==> config.mk <==
export PLATFORM = sky130hd
export DESIGN_NAME = sonic_vc_block_splitter_flat
export DESIGN_NICKNAME = d
export VERILOG_FILES = /design/src/rtl/sonic_vc_block_splitter_pkg.sv /design/src/rtl/sonic_vc_block_splitter_if.sv /design/src/rtl/sonic_vc_block_splitter_sat_counter.sv /design/src/rtl/sonic_vc_block_splitter.sv /design/src/flat_wrapper.sv
export SDC_FILE = /design/constraint.sdc
export NUM_CORES = 1
export LEC_CHECK = 0
export ABC_AREA = 0
export BUFFER_PORTS_ARGS = -buffer_cell sky130_fd_sc_hd__buf_2
export CORE_MARGIN = 2
export CORE_UTILIZATION = 35
export CTS_CLUSTER_SIZE = 24
export DETAILED_ROUTE_END_ITERATION = 7
export HOLD_SLACK_MARGIN = 0.08
export PLACE_DENSITY = 0.55
export SYNTH_ARGS = -nofsm -noshare
export SYNTH_HDL_FRONTEND = slang
export SYNTH_SLANG_ARGS = --single-unit
==> constraint.sdc <==
create_clock -name clk -period 3.4 [get_ports clk]
set_input_delay 0.85 -clock clk [delete_from_list [all_inputs] [get_ports clk]]
set_output_delay 0.85 -clock clk [all_outputs]
set_load 0.1 [all_outputs]
==> src/rtl/sonic_vc_block_splitter_pkg.sv <==
// -----------------------------------------------------------------------------
// sonic_vc_pkg
//   Shared constants and types for the VC block splitter.
//   - Beat layout: [65:0] block0, [131:66] block1, [132] single flag.
//   - Block layout: [1:0] sync header, [65:2] payload.
//   - Splitter FSM state enum.
//   - Sync header codes and the /I/ control idle block.
// -----------------------------------------------------------------------------
package sonic_vc_pkg;

  localparam int BLOCK_WIDTH = 66;
  localparam int DATA_WIDTH  = 2 * BLOCK_WIDTH + 1;

  // Field offsets inside one FIFO beat
  localparam int BLK0_LSB   = 0;
  localparam int BLK1_LSB   = 66;
  localparam int SINGLE_BIT = 132;

  // 64b/66b sync header codes
  localparam logic [1:0] SYNC_DATA = 2'b01;
  localparam logic [1:0] SYNC_CTRL = 2'b10;

  // Control block, block type 0x1E, all-idle payload: 66'h7A
  localparam logic [BLOCK_WIDTH-1:0] IDLE_BLOCK = {56'h0, 8'h1E, SYNC_CTRL};

  typedef enum logic [1:0] {
    ST_EMPTY   = 2'd0,  // nothing held
    ST_HOLD_LO = 2'd1,  // block0 of the held beat pending
    ST_HOLD_HI = 2'd2   // block1 of the held beat pending
  } state_e;

  // Only 01 and 10 are legal sync headers
  function automatic logic sync_hdr_bad(input logic [1:0] sh);
    return (sh != SYNC_DATA) && (sh != SYNC_CTRL);
  endfunction

endpackage

==> src/rtl/sonic_vc_block_splitter_if.sv <==
// -----------------------------------------------------------------------------
// sonic_vc_block_splitter_if
//   Bundles both handshakes of the block splitter.
//   Input side  (FIFO -> splitter):   in_valid, in_ready, in_data (beat)
//   Output side (splitter -> gearbox): out_valid, out_ready, out_data (block)
//
//   Handshake rule for both sides: a transfer happens on a rising clk edge
//   where valid && ready are both 1. A source holds valid and data stable
//   until the transfer; ready may depend combinationally on the other side
//   but never on its own side's valid.
//
//   Modports: slave  = the splitter
//             master = the environment (FIFO + gearbox)
// -----------------------------------------------------------------------------
interface sonic_vc_block_splitter_if
  import sonic_vc_pkg::*;
#(
  parameter int BLOCK_WIDTH = sonic_vc_pkg::BLOCK_WIDTH,
  parameter int DATA_WIDTH  = sonic_vc_pkg::DATA_WIDTH
);

  logic                   in_valid;
  logic                   in_ready;
  logic [DATA_WIDTH-1:0]  in_data;
  logic                   out_valid;
  logic                   out_ready;
  logic [BLOCK_WIDTH-1:0] out_data;

  modport slave (
    input  in_valid,
    input  in_data,
    input  out_ready,
    output in_ready,
    output out_valid,
    output out_data
  );

  modport master (
    output in_valid,
    output in_data,
    output out_ready,
    input  in_ready,
    input  out_valid,
    input  out_data
  );

endinterface

==> src/rtl/sonic_vc_block_splitter_sat_counter.sv <==
// -----------------------------------------------------------------------------
// sonic_vc_sat_counter
//   Saturating event counter with synchronous clear.
//   Ports:
//     clk, rst_n : clock, asynchronous active-low reset
//     clr        : synchronous clear, wins over inc
//     inc        : count one event this cycle
//     cnt        : current count, sticks at all-ones
// -----------------------------------------------------------------------------
module sonic_vc_sat_counter
  import sonic_vc_pkg::*;
#(
  parameter int CNT_WIDTH = 32
) (
  input  logic                 clk,
  input  logic                 rst_n,
  input  logic                 clr,
  input  logic                 inc,
  output logic [CNT_WIDTH-1:0] cnt
);

  logic [CNT_WIDTH-1:0] cnt_q;
  logic [CNT_WIDTH-1:0] cnt_d;

  always_comb begin
    cnt_d = cnt_q;
    if (clr) begin
      cnt_d = '0;
    end else if (inc && (cnt_q != {CNT_WIDTH{1'b1}})) begin
      cnt_d = cnt_q + {{(CNT_WIDTH-1){1'b0}}, 1'b1};
    end
  end

  always_ff @(posedge clk or negedge rst_n) begin
    if (!rst_n) begin
      cnt_q <= '0;
    end else begin
      cnt_q <= cnt_d;
    end
  end

  assign cnt = cnt_q;

endmodule

==> src/rtl/sonic_vc_block_splitter.sv <==
// -----------------------------------------------------------------------------
// sonic_vc_block_splitter
//   Takes 133-bit FIFO beats (two 66-bit PCS blocks + single flag) and emits
//   one 66-bit block per transfer toward the PCS TX gearbox. block0 always
//   goes first; block1 is skipped when the single flag is set. The flag
//   itself is never forwarded. Sync-header errors and underflow cycles are
//   counted in saturating counters.
//
//   Ports:
//     clk, reset_n   : clock, asynchronous active-low reset
//     bus (slave)    : in_valid/in_ready/in_data, out_valid/out_ready/out_data
//     stats_clr      : synchronous clear of both counters (beats increments)
//     hdr_err_cnt    : forwarded blocks whose sync header was 00 or 11
//     underflow_cnt  : cycles with out_ready=1 while nothing is held
//     state_dbg      : current FSM state
//
//   Build option SONIC_VC_IDLE_INSERT_EN: when defined, the EMPTY state
//   presents a valid /I/ idle block instead of out_valid=0.
// -----------------------------------------------------------------------------
module sonic_vc_block_splitter
  import sonic_vc_pkg::*;
#(
  parameter int BLOCK_WIDTH = sonic_vc_pkg::BLOCK_WIDTH,
  parameter int DATA_WIDTH  = sonic_vc_pkg::DATA_WIDTH,
  parameter int CNT_WIDTH   = 32
) (
  input  logic                          clk,
  input  logic                          reset_n,
  sonic_vc_block_splitter_if.slave      bus,
  input  logic                          stats_clr,
  output logic [CNT_WIDTH-1:0]          hdr_err_cnt,
  output logic [CNT_WIDTH-1:0]          underflow_cnt,
  output state_e                        state_dbg
);

  state_e                 state_q;
  state_e                 state_d;
  logic [DATA_WIDTH-1:0]  hold_q;
  logic [DATA_WIDTH-1:0]  hold_d;

  logic                   in_ready;
  logic                   out_valid;
  logic [BLOCK_WIDTH-1:0] out_data;
  logic                   in_fire;
  logic                   out_fire;
  logic                   hold_single;
  logic                   hdr_err_inc;
  logic                   underflow_inc;

  assign hold_single = hold_q[SINGLE_BIT];

  // Output/ready decode followed by next-state. in_ready only rises in a
  // HOLD state when the block leaving this cycle is the last one of the
  // held beat, which is what allows a new beat every block with no bubble.
  always_comb begin
    state_d   = state_q;
    hold_d    = hold_q;
    in_ready  = 1'b0;
    out_valid = 1'b0;
    out_data  = '0;

    case (state_q)
      ST_EMPTY: begin
        in_ready = 1'b1;
`ifdef SONIC_VC_IDLE_INSERT_EN
        out_valid = 1'b1;
        out_data  = IDLE_BLOCK;
`else
        out_valid = 1'b0;
        out_data  = '0;
`endif
      end
      ST_HOLD_LO: begin
        out_valid = 1'b1;
        out_data  = hold_q[BLK0_LSB +: BLOCK_WIDTH];
        in_ready  = bus.out_ready && hold_single;
      end
      ST_HOLD_HI: begin
        out_valid = 1'b1;
        out_data  = hold_q[BLK1_LSB +: BLOCK_WIDTH];
        in_ready  = bus.out_ready;
      end
      default: begin
        in_ready = 1'b0;
      end
    endcase

    in_fire  = bus.in_valid && in_ready;
    out_fire = out_valid && bus.out_ready;

    case (state_q)
      ST_EMPTY: begin
        if (in_fire) begin
          hold_d  = bus.in_data;
          state_d = ST_HOLD_LO;
        end
      end
      ST_HOLD_LO: begin
        if (out_fire) begin
          if (!hold_single) begin
            state_d = ST_HOLD_HI;
          end else if (in_fire) begin
            hold_d  = bus.in_data;
            state_d = ST_HOLD_LO;
          end else begin
            state_d = ST_EMPTY;
          end
        end
      end
      ST_HOLD_HI: begin
        if (out_fire) begin
          if (in_fire) begin
            hold_d  = bus.in_data;
            state_d = ST_HOLD_LO;
          end else begin
            state_d = ST_EMPTY;
          end
        end
      end
      default: begin
        state_d = ST_EMPTY;
      end
    endcase
  end

  always_ff @(posedge clk or negedge reset_n) begin
    if (!reset_n) begin
      state_q <= ST_EMPTY;
      hold_q  <= '0;
    end else begin
      state_q <= state_d;
      hold_q  <= hold_d;
    end
  end

  // Idle blocks from EMPTY are filler, not traffic: only held blocks are
  // checked for bad sync headers.
  assign hdr_err_inc   = out_fire && (state_q != ST_EMPTY) && sync_hdr_bad(out_data[1:0]);
  assign underflow_inc = bus.out_ready && (state_q == ST_EMPTY);

  sonic_vc_sat_counter #(
    .CNT_WIDTH (CNT_WIDTH)
  ) u_hdr_err_cnt (
    .clk   (clk),
    .rst_n (reset_n),
    .clr   (stats_clr),
    .inc   (hdr_err_inc),
    .cnt   (hdr_err_cnt)
  );

  sonic_vc_sat_counter #(
    .CNT_WIDTH (CNT_WIDTH)
  ) u_underflow_cnt (
    .clk   (clk),
    .rst_n (reset_n),
    .clr   (stats_clr),
    .inc   (underflow_inc),
    .cnt   (underflow_cnt)
  );

  assign bus.in_ready  = in_ready;
  assign bus.out_valid = out_valid;
  assign bus.out_data  = out_data;
  assign state_dbg     = state_q;

endmodule
==> src/flat_wrapper.sv <==
// flat-port wrapper written by rule: the top's interface ports become plain ports
module sonic_vc_block_splitter_flat import sonic_vc_pkg::*;
#(
  parameter int BLOCK_WIDTH = sonic_vc_pkg::BLOCK_WIDTH,
  parameter int DATA_WIDTH  = sonic_vc_pkg::DATA_WIDTH,
  parameter int CNT_WIDTH   = 32
)
  (clk, reset_n, stats_clr, hdr_err_cnt, underflow_cnt, state_dbg, bus_in_valid, bus_in_data, bus_out_ready, bus_in_ready, bus_out_valid, bus_out_data);
  sonic_vc_block_splitter_if #(.BLOCK_WIDTH(BLOCK_WIDTH), .DATA_WIDTH(DATA_WIDTH)) bus_i ();
  input  logic clk;
  input  logic reset_n;
  input  logic stats_clr;
  output logic [CNT_WIDTH-1:0] hdr_err_cnt;
  output logic [CNT_WIDTH-1:0] underflow_cnt;
  output state_e state_dbg;
  input wire logic [$bits(bus_i.in_valid)-1:0] bus_in_valid;
  input wire logic [$bits(bus_i.in_data)-1:0] bus_in_data;
  input wire logic [$bits(bus_i.out_ready)-1:0] bus_out_ready;
  output wire logic [$bits(bus_i.in_ready)-1:0] bus_in_ready;
  output wire logic [$bits(bus_i.out_valid)-1:0] bus_out_valid;
  output wire logic [$bits(bus_i.out_data)-1:0] bus_out_data;
  assign bus_i.in_valid = bus_in_valid;
  assign bus_i.in_data = bus_in_data;
  assign bus_i.out_ready = bus_out_ready;
  assign bus_in_ready = bus_i.in_ready;
  assign bus_out_valid = bus_i.out_valid;
  assign bus_out_data = bus_i.out_data;
  sonic_vc_block_splitter #(.BLOCK_WIDTH(BLOCK_WIDTH), .DATA_WIDTH(DATA_WIDTH), .CNT_WIDTH(CNT_WIDTH)) u_core (.clk(clk), .reset_n(reset_n), .bus(bus_i), .stats_clr(stats_clr), .hdr_err_cnt(hdr_err_cnt), .underflow_cnt(underflow_cnt), .state_dbg(state_dbg));
endmodule
==> impl_metrics.tcl, run 1 <==
set metrics [dict create \
    grt_use_total 0.1832 \
    drc 0 \
    cp-start-kind "flop" \
    worst_pin_slew_ns 0.6692 \
    async_flop_share 1.000 \
    fin_tns_setup_ns 0 \
    port-buffer-count 271 \
    setup_viol 0 \
    core_um2 27710 \
    synth_cells 874 \
    cts.clk_slew.worst_paths_ns 0.09 \
    cts_max_path_buffers 2 \
    avgViaCountPerCell 5.260 \
    initial_core_util 0.3551 \
    die_area_um2 29470 \
    met1_length_um 12120 \
    p_leak_nw 5.555 \
    post-dp-hpwl_um 18600 \
    layout-drive-gt1-share 0.4754 \
    skew_ns 0.01778 \
    drtPass1Iterations 5 \
    p_comb_frac 0.526 \
    drv_slew 0 \
    yosysWarnings 0 \
    num_rows 61 \
    drv_cap 0 \
    path_class "reg -> out" \
    max_stage_delay_ns 0.46 \
    cp_max_fo 32 \
    syn2layout_area_growth_pct 30.05 \
    finalWorstPathRequiredPeriod_ns 3.273 \
    path_cells "inv_1 > ha_2 > buf_4 > a22oi_1 > nor2b_2 > buf_2" \
    cts_tree "built" \
    end_kind "output port" \
    die_h_um 171.7 \
    synth.distinct_cells 53 \
    final.setup.worst_slack_ns 0.1273 \
    fp.dieW_um 171.7 \
    syn_area_um2 9839 \
    hold_path_class "in -> async" \
    ctsHoldBuffers 0 \
    post_cts_buffers 0 \
    synth_seq_cells 199 \
    synth_edf_count 0 \
    cts.htree.levels 4 \
    power_frac_seq 0.302 \
    ys.flop_type "dfrtp_1" \
    max-vdd-ir-drop_mv 0.7227 \
    ff2ff_setup_slack_ns 0.50 \
    vias 7984 \
    instances_no_fill 1518 \
    p_int_mw 6.662 \
    synth_common_cells "dfrtp_1 (199), mux2_2 (138), nor2b_1 (72)" \
    p_clk_frac 0.172 \
    worstReg2RegStart "u_core.state_dbg[1]$_DFFE_PN0P_" \
    wl_met2_um 12250 \
    seq_area_frac_synth 0.5061 \
    p_sw_frac 0.4626 \
    worst_r2r_endpoint "u_core.u_hdr_err_cnt.cnt[15]$_DFFE_PN0P_" \
    crit_buf_inv 3 \
    met3WireLength_um 2052 \
    drt_iter0_drc 530 \
    nNetsFinal 1269 \
    wl_um 26840 \
    wl_per_cell_um 17.68 \
    ioPinCount 272 \
    grt_antenna_before_repair 7 \
    grt_pass1_vias 7880 \
    cellPowerDensity_nw_per_um2 968.9 \
    place_area_um2 12080 \
    syn_nets 1018 \
    worstPathRequired_ns 2.55 \
    grt_pass1_wl_um 42770 \
    p_sw_mw 5.736 \
    whs_ns 0.4185 \
    dp_slack_ns 0.5014 \
    cts_resized 0 \
    rsz0062_at_grt "false" \
    grt_overflow 0 \
    placedCellCount 1484 \
    max_clock_freq_mhz 305.6 \
    final_util 0.4619 \
    yosys-top-cells-area "dfrtp_1 (51%), mux2_2 (16%), a22oi_1 (5.0%)" \
    clockRootBuffer "clkbuf_16" \
    yosysMostFrequentCell "dfrtp_1" \
    worst_path_max_delay_cell "dfrtp_2" \
    cts-buffers-inserted 17 \
    fin_crit_sh 0.9626 \
    ff2ff_path_depth 8 \
    gp_congestion 0.8115 \
    path_delay_family "buffers and inverters" \
    ant_nets 0 \
    finalHoldViolations 0 \
    cts_num_sinks 199 \
    outcome "complete, no violations" \
    clock_latency_ns 0.43 \
    design_power_total_mw 12.40 \
    relSlewSlack 0.5539 \
    arrival_ns 2.42 \
    stdcell_area_um2 12800 \
    synth_top_area_frac 0.5061 \
    grt_start_max_net_pins 73 \
    avgSynthCellArea_um2 11.26 \
    routed.top_layer "met5" \
    netlist.top_cell.by_area "dfrtp_1" \
]
[metal layers]
metal	GRT usage	vias to the layer above
met5	0	-
met4	0.05711	8
met3	0.05660	26
met2	0.2811	228
met1	0.2472	3950
li1	-	3772
[worst max path at each step]
stage / startpoint / endpoint / slack, ns / cells after the start
after floorplan: u_core.state_dbg[0]$_DFFE_PN0P_ / bus_out_data[11] / -0.03 / 4
after global routing: u_core.state_dbg[0]$_DFFE_PN0P_ / bus_out_data[8] / 0.002 / 6
final: u_core.state_dbg[0]$_DFFE_PN0P_ / bus_out_data[10] / 0.13 / 6
after detailed placement: u_core.state_dbg[1]$_DFFE_PN0P_ / bus_out_data[50] / 0.50 / 6
after CTS: u_core.state_dbg[1]$_DFFE_PN0P_ / bus_out_data[65] / 0.01 / 6
after global placement: u_core.state_dbg[0]$_DFFE_PN0P_ / bus_out_data[16] / 0.47 / 6
[cell usage in the layout, fill, tap and decap left out, drive strengths merged, types with 2 or more instances in the layout]
master	synthesis	final
buf	28	251
dfrtp	199	199
mux2	139	139
nor2b	72	72
a22oi	66	66
clkbuf	31	58
a21oi	49	49
nand2	35	35
or4	29	29
o31ai	27	27
o21ai	25	25
nor2	22	22
nand3	20	20
or3	20	20
inv	13	20
nand4	16	16
and4	15	15
nor3	10	10
xnor2	8	8
and3	7	7
ha	6	6
nor4	5	5
o211ai	5	5
clkinv	0	5
o2111ai	3	3
or2	3	3
diode	0	2
nor4bb	2	2
mux2i	2	2
o21a	2	2
[power by group through the flow]
stage          sequential [mW]  combinational [mW]  clock [mW]
3_5_place_dp              3.78                6.51           0
3_3_place_gp              3.82                6.44           0
2_1_floorplan             3.74                5.33           0
5_1_grt                   3.86                6.91        2.29
6_report                  3.75                6.52        2.13
4_1_cts                   3.75                6.52        2.21
[registers in the layout, indices dropped and copies added, names as in the netlist]
name,cells
u_core.state_dbg,2
u_core.u_underflow_cnt.cnt,32
u_core.u_hdr_err_cnt.cnt,32
u_core.hold_q,133
[kinds of logic after synthesis]
logic type,count (synthesis),share of synthesized area
muxes,141,0.1611
DFF,199,0.5061
xor gates and xnor gates,9,0.008012
buffers and inverters,72,0.03268
and+or+nand+nor,261,0.1600
AOI/OAI and AO/OA,186,0.1245
adders and majority gates,6,0.007630
[cell type report]
cell class              count  area (µm²)
diodes                      2       5.005
clock buffers              18       429.2
clock inverters            14       182.7
fillers                  2676       14910
inverters                  13       48.80
multi-input cells         603        4950
flip-flops and latches    199        4982
well taps                 378       473.0
repair buffers            291        1725
Note: power is estimated with default switching activity, not from simulation.
==> run 2: changes to the inputs <==
- ABC_AREA: 0 -> 1
- PLACE_DENSITY: 0.55 -> 0.54
- SYNTH_HIERARCHICAL: not set -> 1
- clock period: 3.4 -> 3.85 ns (I/O delays scaled with it)
==> run 2 against run 1 <==
Effect of this change: die area increased by 11%; area after synthesis increased by 11%; hold slack improved by 0.053 ns; total power fell by 6.6%; critical path type unchanged; largest cell class is now multi-input gates.
==> impl_metrics.tcl, run 2 <==
set metrics [dict create \
    outcome "complete, no violations" \
    max_stage_delay_ns 0.44 \
    setup_viol 0 \
    regMostFlops "u_core/hold_q" \
    worstPathRequired_ns 2.89 \
    seq_area_frac_synth 0.4560 \
    clockRootBuffer "clkbuf_16" \
    yosysWarnings 6 \
    worstReg2RegStart "u_core/state_dbg[0]$_DFFE_PN0P_" \
    wl_um 34430 \
    path_class "reg -> out" \
    placedCellCount 2148 \
    endpoint "bus_out_data[39]" \
    p_sw_mw 6.274 \
    cts_num_sinks 199 \
    final_cell_mix "nand2_1 (670), buf_2 (270), nand3_1 (205), dfrtp_1 (197), nor2_1 (113)" \
    cts.htree.levels 4 \
    worst_pin_slew_ns 0.8305 \
    cts.clk_slew.worst_paths_ns 0.07 \
    yosysMostFrequentCell "nand2_1" \
    avgSynthCellArea_um2 7.105 \
    rsz0062_at_grt "false" \
    drv_cap 0 \
    fillers 3181 \
    die_area_um2 32630 \
    cts-buffers-inserted 17 \
    core_um2 30670 \
    post_cts_buffers 0 \
    fin_crit_sh 0.8981 \
    ioPinCount 272 \
    ff2ff_setup_slack_ns 0.94 \
    final_common_cell "nand2_1" \
    critPathLaunch "u_core/state_dbg[0]$_DFFE_PN0P_" \
    avgViaCountPerCell 4.874 \
    synth_edf_count 0 \
    p_clk_frac 0.166 \
    largest_reg_flops 133 \
    synth.distinct_cells 33 \
    ys.flop_type "dfrtp_1" \
    gp_congestion 0.8396 \
    arrival_ns 2.50 \
    ctsHoldBuffers 0 \
    synth_top_area_frac 0.4560 \
    max_clock_freq_mhz 289.2 \
    instances_no_fill 2188 \
    finalWorstPathRequiredPeriod_ns 3.458 \
    max-vdd-ir-drop_mv 0.6794 \
    worst_path_max_delay_cell "dfrtp_2" \
    syn_nets 1681 \
    syn_area_um2 10920 \
    power_frac_seq 0.280 \
    cp_max_fo 25 \
    post-dp-hpwl_um 23540 \
    grt_overflow 0 \
    grt_start_max_net_pins 135 \
    drtPass1Iterations 5 \
    netlist.top_cell.by_area "dfrtp_1" \
    relSlewSlack 0.4463 \
    drv_slew 0 \
    vias 10670 \
    wl_per_cell_um 15.73 \
    p_int_mw 5.310 \
    hold_path_class "reg -> reg" \
    cts_max_path_buffers 2 \
    drc 0 \
    ff2ff_path_depth 12 \
    finalHoldViolations 0 \
    ant_nets 0 \
    drt_iter0_drc 684 \
    die_h_um 180.6 \
    grt_use_total 0.2124 \
    fp.dieW_um 180.6 \
    cts_resized 0 \
    synth_common_cells "nand2_1 (671), nand3_1 (205), dfrtp_1 (199)" \
    synth_cells 1537 \
    initial_core_util 0.3561 \
    fin_tns_setup_ns 0 \
    grt_pass1_wl_um 55920 \
    num_rows 64 \
    clock_latency_ns 0.45 \
    port-buffer-count 271 \
    yosys-top-cells-area "dfrtp_1 (46%), nand2_1 (23%), nand3_1 (9.4%)" \
    grt_antenna_before_repair 12 \
    end_kind "output port" \
    p_comb_frac 0.554 \
    synth_seq_cells 199 \
    skew_ns 0.01008 \
    worst_r2r_endpoint "u_core/u_hdr_err_cnt/cnt[6]$_DFFE_PN0P_" \
    layout-drive-gt1-share 0.2416 \
    grt_pass1_vias 10490 \
    cts_tree "built" \
    syn2layout_area_growth_pct 28.38 \
    p_sw_frac 0.5416 \
    cellPowerDensity_nw_per_um2 826.2 \
    p_leak_nw 6.961 \
    path_cells "inv_1 > ha_4 > inv_6 > buf_4 > a21oi_2 > buf_2" \
    cp-start-kind "flop" \
    async_flop_share 1.000 \
    nNetsFinal 1915 \
]
[run 2: changes by cell type after synthesis, moves of 29 or more]
| cell | previous run | this run |
|---|---|---|
| mux2_2 | 138 | 0 |
| nor2_1 | 22 | 113 |
| nand3_1 | 20 | 205 |
| nand2_1 | 35 | 671 |
| nor2b_1 | 72 | 0 |
| a22oi_1 | 66 | 2 |
| or4_1 | 29 | 0 |
| inv_1 | 13 | 78 |
[run 2: cell families after synthesis]
logic type,count (synthesis),synth area share
compound gates,118,0.05649
simple gates,1042,0.4048
xor+xnor,14,0.01123
flops,199,0.4560
fa+ha+maj,6,0.006874
buf+inv,158,0.06462
[run 2: area by class of cell]
class,count,area (µm²),area share
multi-input cells,1180,5966,0.4255
flip-flops and latches,199,4982,0.3554
repair buffers,292,1623,0.1158
well taps,396,495.5,0.03534
clock buffers,19,442.9,0.03159
inverters,81,319.1,0.02276
clock inverters,13,171.4,0.01223
diodes,8,20.02,0.001428
[run 2: worst max-delay path, delay by kind of cell, from the launching register on]
| kind | cells | cell delay [ns] |
|---|---|---|
| flops | 1 | 0.44 |
| fa+ha+maj | 1 | 0.27 |
| buf+inv | 4 | 1.27 |
| compound gates | 1 | 0.05 |
[run 2: how the worst min path moves through the flow]
stage / from / end / depth (start not counted)
floorplan: u_core/hold_q[100]$_DFFE_PN0P_ / u_core/hold_q[100]$_DFFE_PN0P_ / 2
global placement: u_core/hold_q[48]$_DFFE_PN0P_ / u_core/hold_q[48]$_DFFE_PN0P_ / 2
detailed placement: u_core/hold_q[73]$_DFFE_PN0P_ / u_core/hold_q[73]$_DFFE_PN0P_ / 2
CTS: u_core/hold_q[51]$_DFFE_PN0P_ / u_core/hold_q[51]$_DFFE_PN0P_ / 2
global route: u_core/hold_q[17]$_DFFE_PN0P_ / u_core/hold_q[17]$_DFFE_PN0P_ / 2
finish: u_core/hold_q[64]$_DFFE_PN0P_ / u_core/hold_q[64]$_DFFE_PN0P_ / 2
[run 2: through the flow]
stage	area, µm²	util	worst slack [ns]	hold slack [ns]	total power, mW
detailed placement	13390	0.4364	0.8506	0.4587	9.758
CTS	14000	0.4565	0.3614	0.4770	11.70
global route	14010	0.4568	0.2231	0.4950	12.38
finish	14020	0.4571	0.3924	0.4717	11.58
global placement	13390	0.4364	0.8810	0.4546	9.705
floorplan	11630	-	0.1759	0.4417	8.365
[run 2: routing by layer]
| layer | up-vias | share of wire | GRT usage |
|---|---|---|---|
| met2 | 245 | 0.47 | 0.3460 |
| met3 | 33 | 0.066 | 0.06103 |
| met4 | 8 | 0.0093 | 0.05194 |
| met1 | 5024 | 0.45 | 0.2783 |
| li1 | 5355 | - | - |
| met5 | - | 0.0012 | 0 |
[run 2: power groups by stage]
| stage | clock, mW | sequential [mW] | combinational [mW] |
|---|---|---|---|
| after global placement | 0 | 3.29 | 6.42 |
| final | 1.92 | 3.25 | 6.42 |
| after detailed placement | 0 | 3.27 | 6.49 |
| after floorplan | 0 | 3.29 | 5.08 |
| after CTS | 1.98 | 3.25 | 6.48 |
| after global routing | 2.06 | 3.34 | 6.98 |
==> run 3: changes to the inputs <==
- CORE_UTILIZATION: 35 -> 50
- PLACE_DENSITY: 0.54 -> 0.74
==> run 3 against run 2 <==
Effect of this change: sequential share of layout area is 0.36 points higher; register-to-register slack better by 0.18 ns; fmax hardly changed; critical endpoint is now bus_out_data[25]; non-clock buffer count stayed put; highest routed layer unchanged; combinational power hardly changed; routed wire length is 6.6% lower; hold slack better by 0.00072 ns; largest power group unchanged; setup slack worse by 0.0021 ns; first-iteration DRC count is 4.7% lower; cell area is 1.0% lower.
==> impl_metrics.tcl, run 3 (same netlist as run 2, synthesis figures left out) <==
set metrics [dict create \
    outcome "complete, no violations" \
    grt_pass1_vias 10330 \
    finalWorstPathRequiredPeriod_ns 3.460 \
    setup_viol 0 \
    p_sw_mw 6.227 \
    design_power_total_mw 11.57 \
    cts.htree.levels 4 \
    p_comb_frac 0.554 \
    port-buffer-count 271 \
    grt_antenna_before_repair 7 \
    max_clock_freq_mhz 289.0 \
    grt_overflow 0 \
    syn2layout_area_growth_pct 27.10 \
    cts.clk_slew.worst_paths_ns 0.07 \
    drv_cap 0 \
    wl_per_cell_um 15.53 \
    regMostFlops "u_core/hold_q" \
    max-vdd-ir-drop_mv 0.6186 \
    p_sw_frac 0.5383 \
    rsz0062_at_grt "false" \
    p_clk_frac 0.164 \
    cts_num_sinks 199 \
    stdcell_area_um2 13880 \
    fillers 1970 \
    path_class "reg -> out" \
    fp.dieW_um 151.8 \
    cp-start-kind "flop" \
    hold_path_class "reg -> reg" \
    placedCellCount 2032 \
    die_h_um 151.8 \
    nNetsFinal 1915 \
    die_area_um2 23040 \
    num_rows 54 \
    drtPass1Iterations 6 \
    arrival_ns 2.50 \
    final_common_cell "nand2_1" \
    drt_iter0_drc 652 \
    vias 11000 \
    drv_slew 0 \
    worstPathRequired_ns 2.89 \
    wl_um 32150 \
    final_util 0.6420 \
    p_int_mw 5.341 \
    power_frac_seq 0.281 \
    clock_latency_ns 0.44 \
    grt_pass1_wl_um 51050 \
    drc 0 \
    whs_ns 0.4724 \
    grt_start_max_net_pins 135 \
    worst_pin_slew_ns 0.8201 \
    cts_tree "built" \
    fin_crit_sh 0.8986 \
    final_cell_mix "nand2_1 (670), buf_2 (270), nand3_1 (205), dfrtp_1 (197), nor2_1 (113)" \
    initial_core_util 0.5051 \
    p_leak_nw 6.966 \
    end_kind "output port" \
    cts_resized 0 \
    grt_use_total 0.2793 \
    final.setup.worst_slack_ns 0.3903 \
    instances_no_fill 2070 \
    fin_tns_setup_ns 0 \
    layout-drive-gt1-share 0.2417 \
    post-dp-hpwl_um 22210 \
    ctsHoldBuffers 0 \
    largest_reg_flops 133 \
    dp_slack_ns 0.8709 \
    cts-buffers-inserted 17 \
    gp_congestion 0.9124 \
    finalHoldViolations 0 \
    core_um2 21620 \
    skew_ns 0.01927 \
    post_cts_buffers 0 \
    ant_nets 0 \
    place_area_um2 13240 \
    cellPowerDensity_nw_per_um2 833.4 \
    avgViaCountPerCell 5.313 \
    clockRootBuffer "clkbuf_16" \
    relSlewSlack 0.4532 \
    cp_max_fo 24 \
    cts_max_path_buffers 2 \
    ioPinCount 272 \
]
[run 3: cell types whose count changed in the layout (fill, tap and decap cells not counted)]
cell and delta:
inv_8 +3, clkinv_4 -2, clkbuf_1 -1, clkinv_2 -1, diode_2 -1
[run 3: final timing paths]
check                                                startpoint                                         end  slack, ns  cells past startpoint
worst max-delay path            u_core/state_dbg[0]$_DFFE_PN0P_                            bus_out_data[25]       0.39                      6
worst min-delay path               u_core/hold_q[9]$_DFFE_PN0P_                u_core/hold_q[9]$_DFFE_PN0P_       0.47                      2
worst max register to register  u_core/state_dbg[1]$_DFFE_PN0P_     u_core/u_hdr_err_cnt/cnt[6]$_DFFE_PN0P_       1.12                     12
worst min register to register     u_core/hold_q[9]$_DFFE_PN0P_                u_core/hold_q[9]$_DFFE_PN0P_       0.47                      2
max in group asynchronous                               reset_n               u_core/hold_q[44]$_DFFE_PN0P_       2.39                      2
min in group asynchronous                               reset_n  u_core/u_underflow_cnt/cnt[24]$_DFFE_PN0P_       0.58                      1
[run 3: area by class of cell]
cell class | instances | area [µm²] | area share
flip-flops and latches | 199 | 4982 | 0.3590
multi-input cells | 1180 | 5966 | 0.4298
well taps | 280 | 350.3 | 0.02524
clock buffers | 18 | 439.2 | 0.03164
diodes | 7 | 17.52 | 0.001262
inverters | 81 | 319.1 | 0.02299
repair buffers | 292 | 1623 | 0.1169
clock inverters | 13 | 182.7 | 0.01316
[run 3: critical path: stages, from the launching register on]
cell,delay (ns)
dfrtp_2,0.45
inv_1,0.21
ha_2,0.33
buf_4,0.33
nand2_1,0.15
a21oi_4,0.13
buf_2,0.45
[run 3: power by group through the flow]
stage / logic [mW] / clock network [mW] / registers (mW)
after floorplan: 5.08 / 0 / 3.29
after global placement: 6.30 / 0 / 3.26
after detailed placement: 6.44 / 0 / 3.26
after CTS: 6.43 / 1.94 / 3.25
after global routing: 6.91 / 2.03 / 3.33
final: 6.41 / 1.90 / 3.25
[run 3: per-layer routing]
layer,part of all wire,vias up,global-route usage
met5,0.0012,-,0
met4,0.017,6,0.09167
met3,0.078,52,0.07126
met2,0.48,379,0.4538
met1,0.42,5207,0.3660
li1,-,5353,-
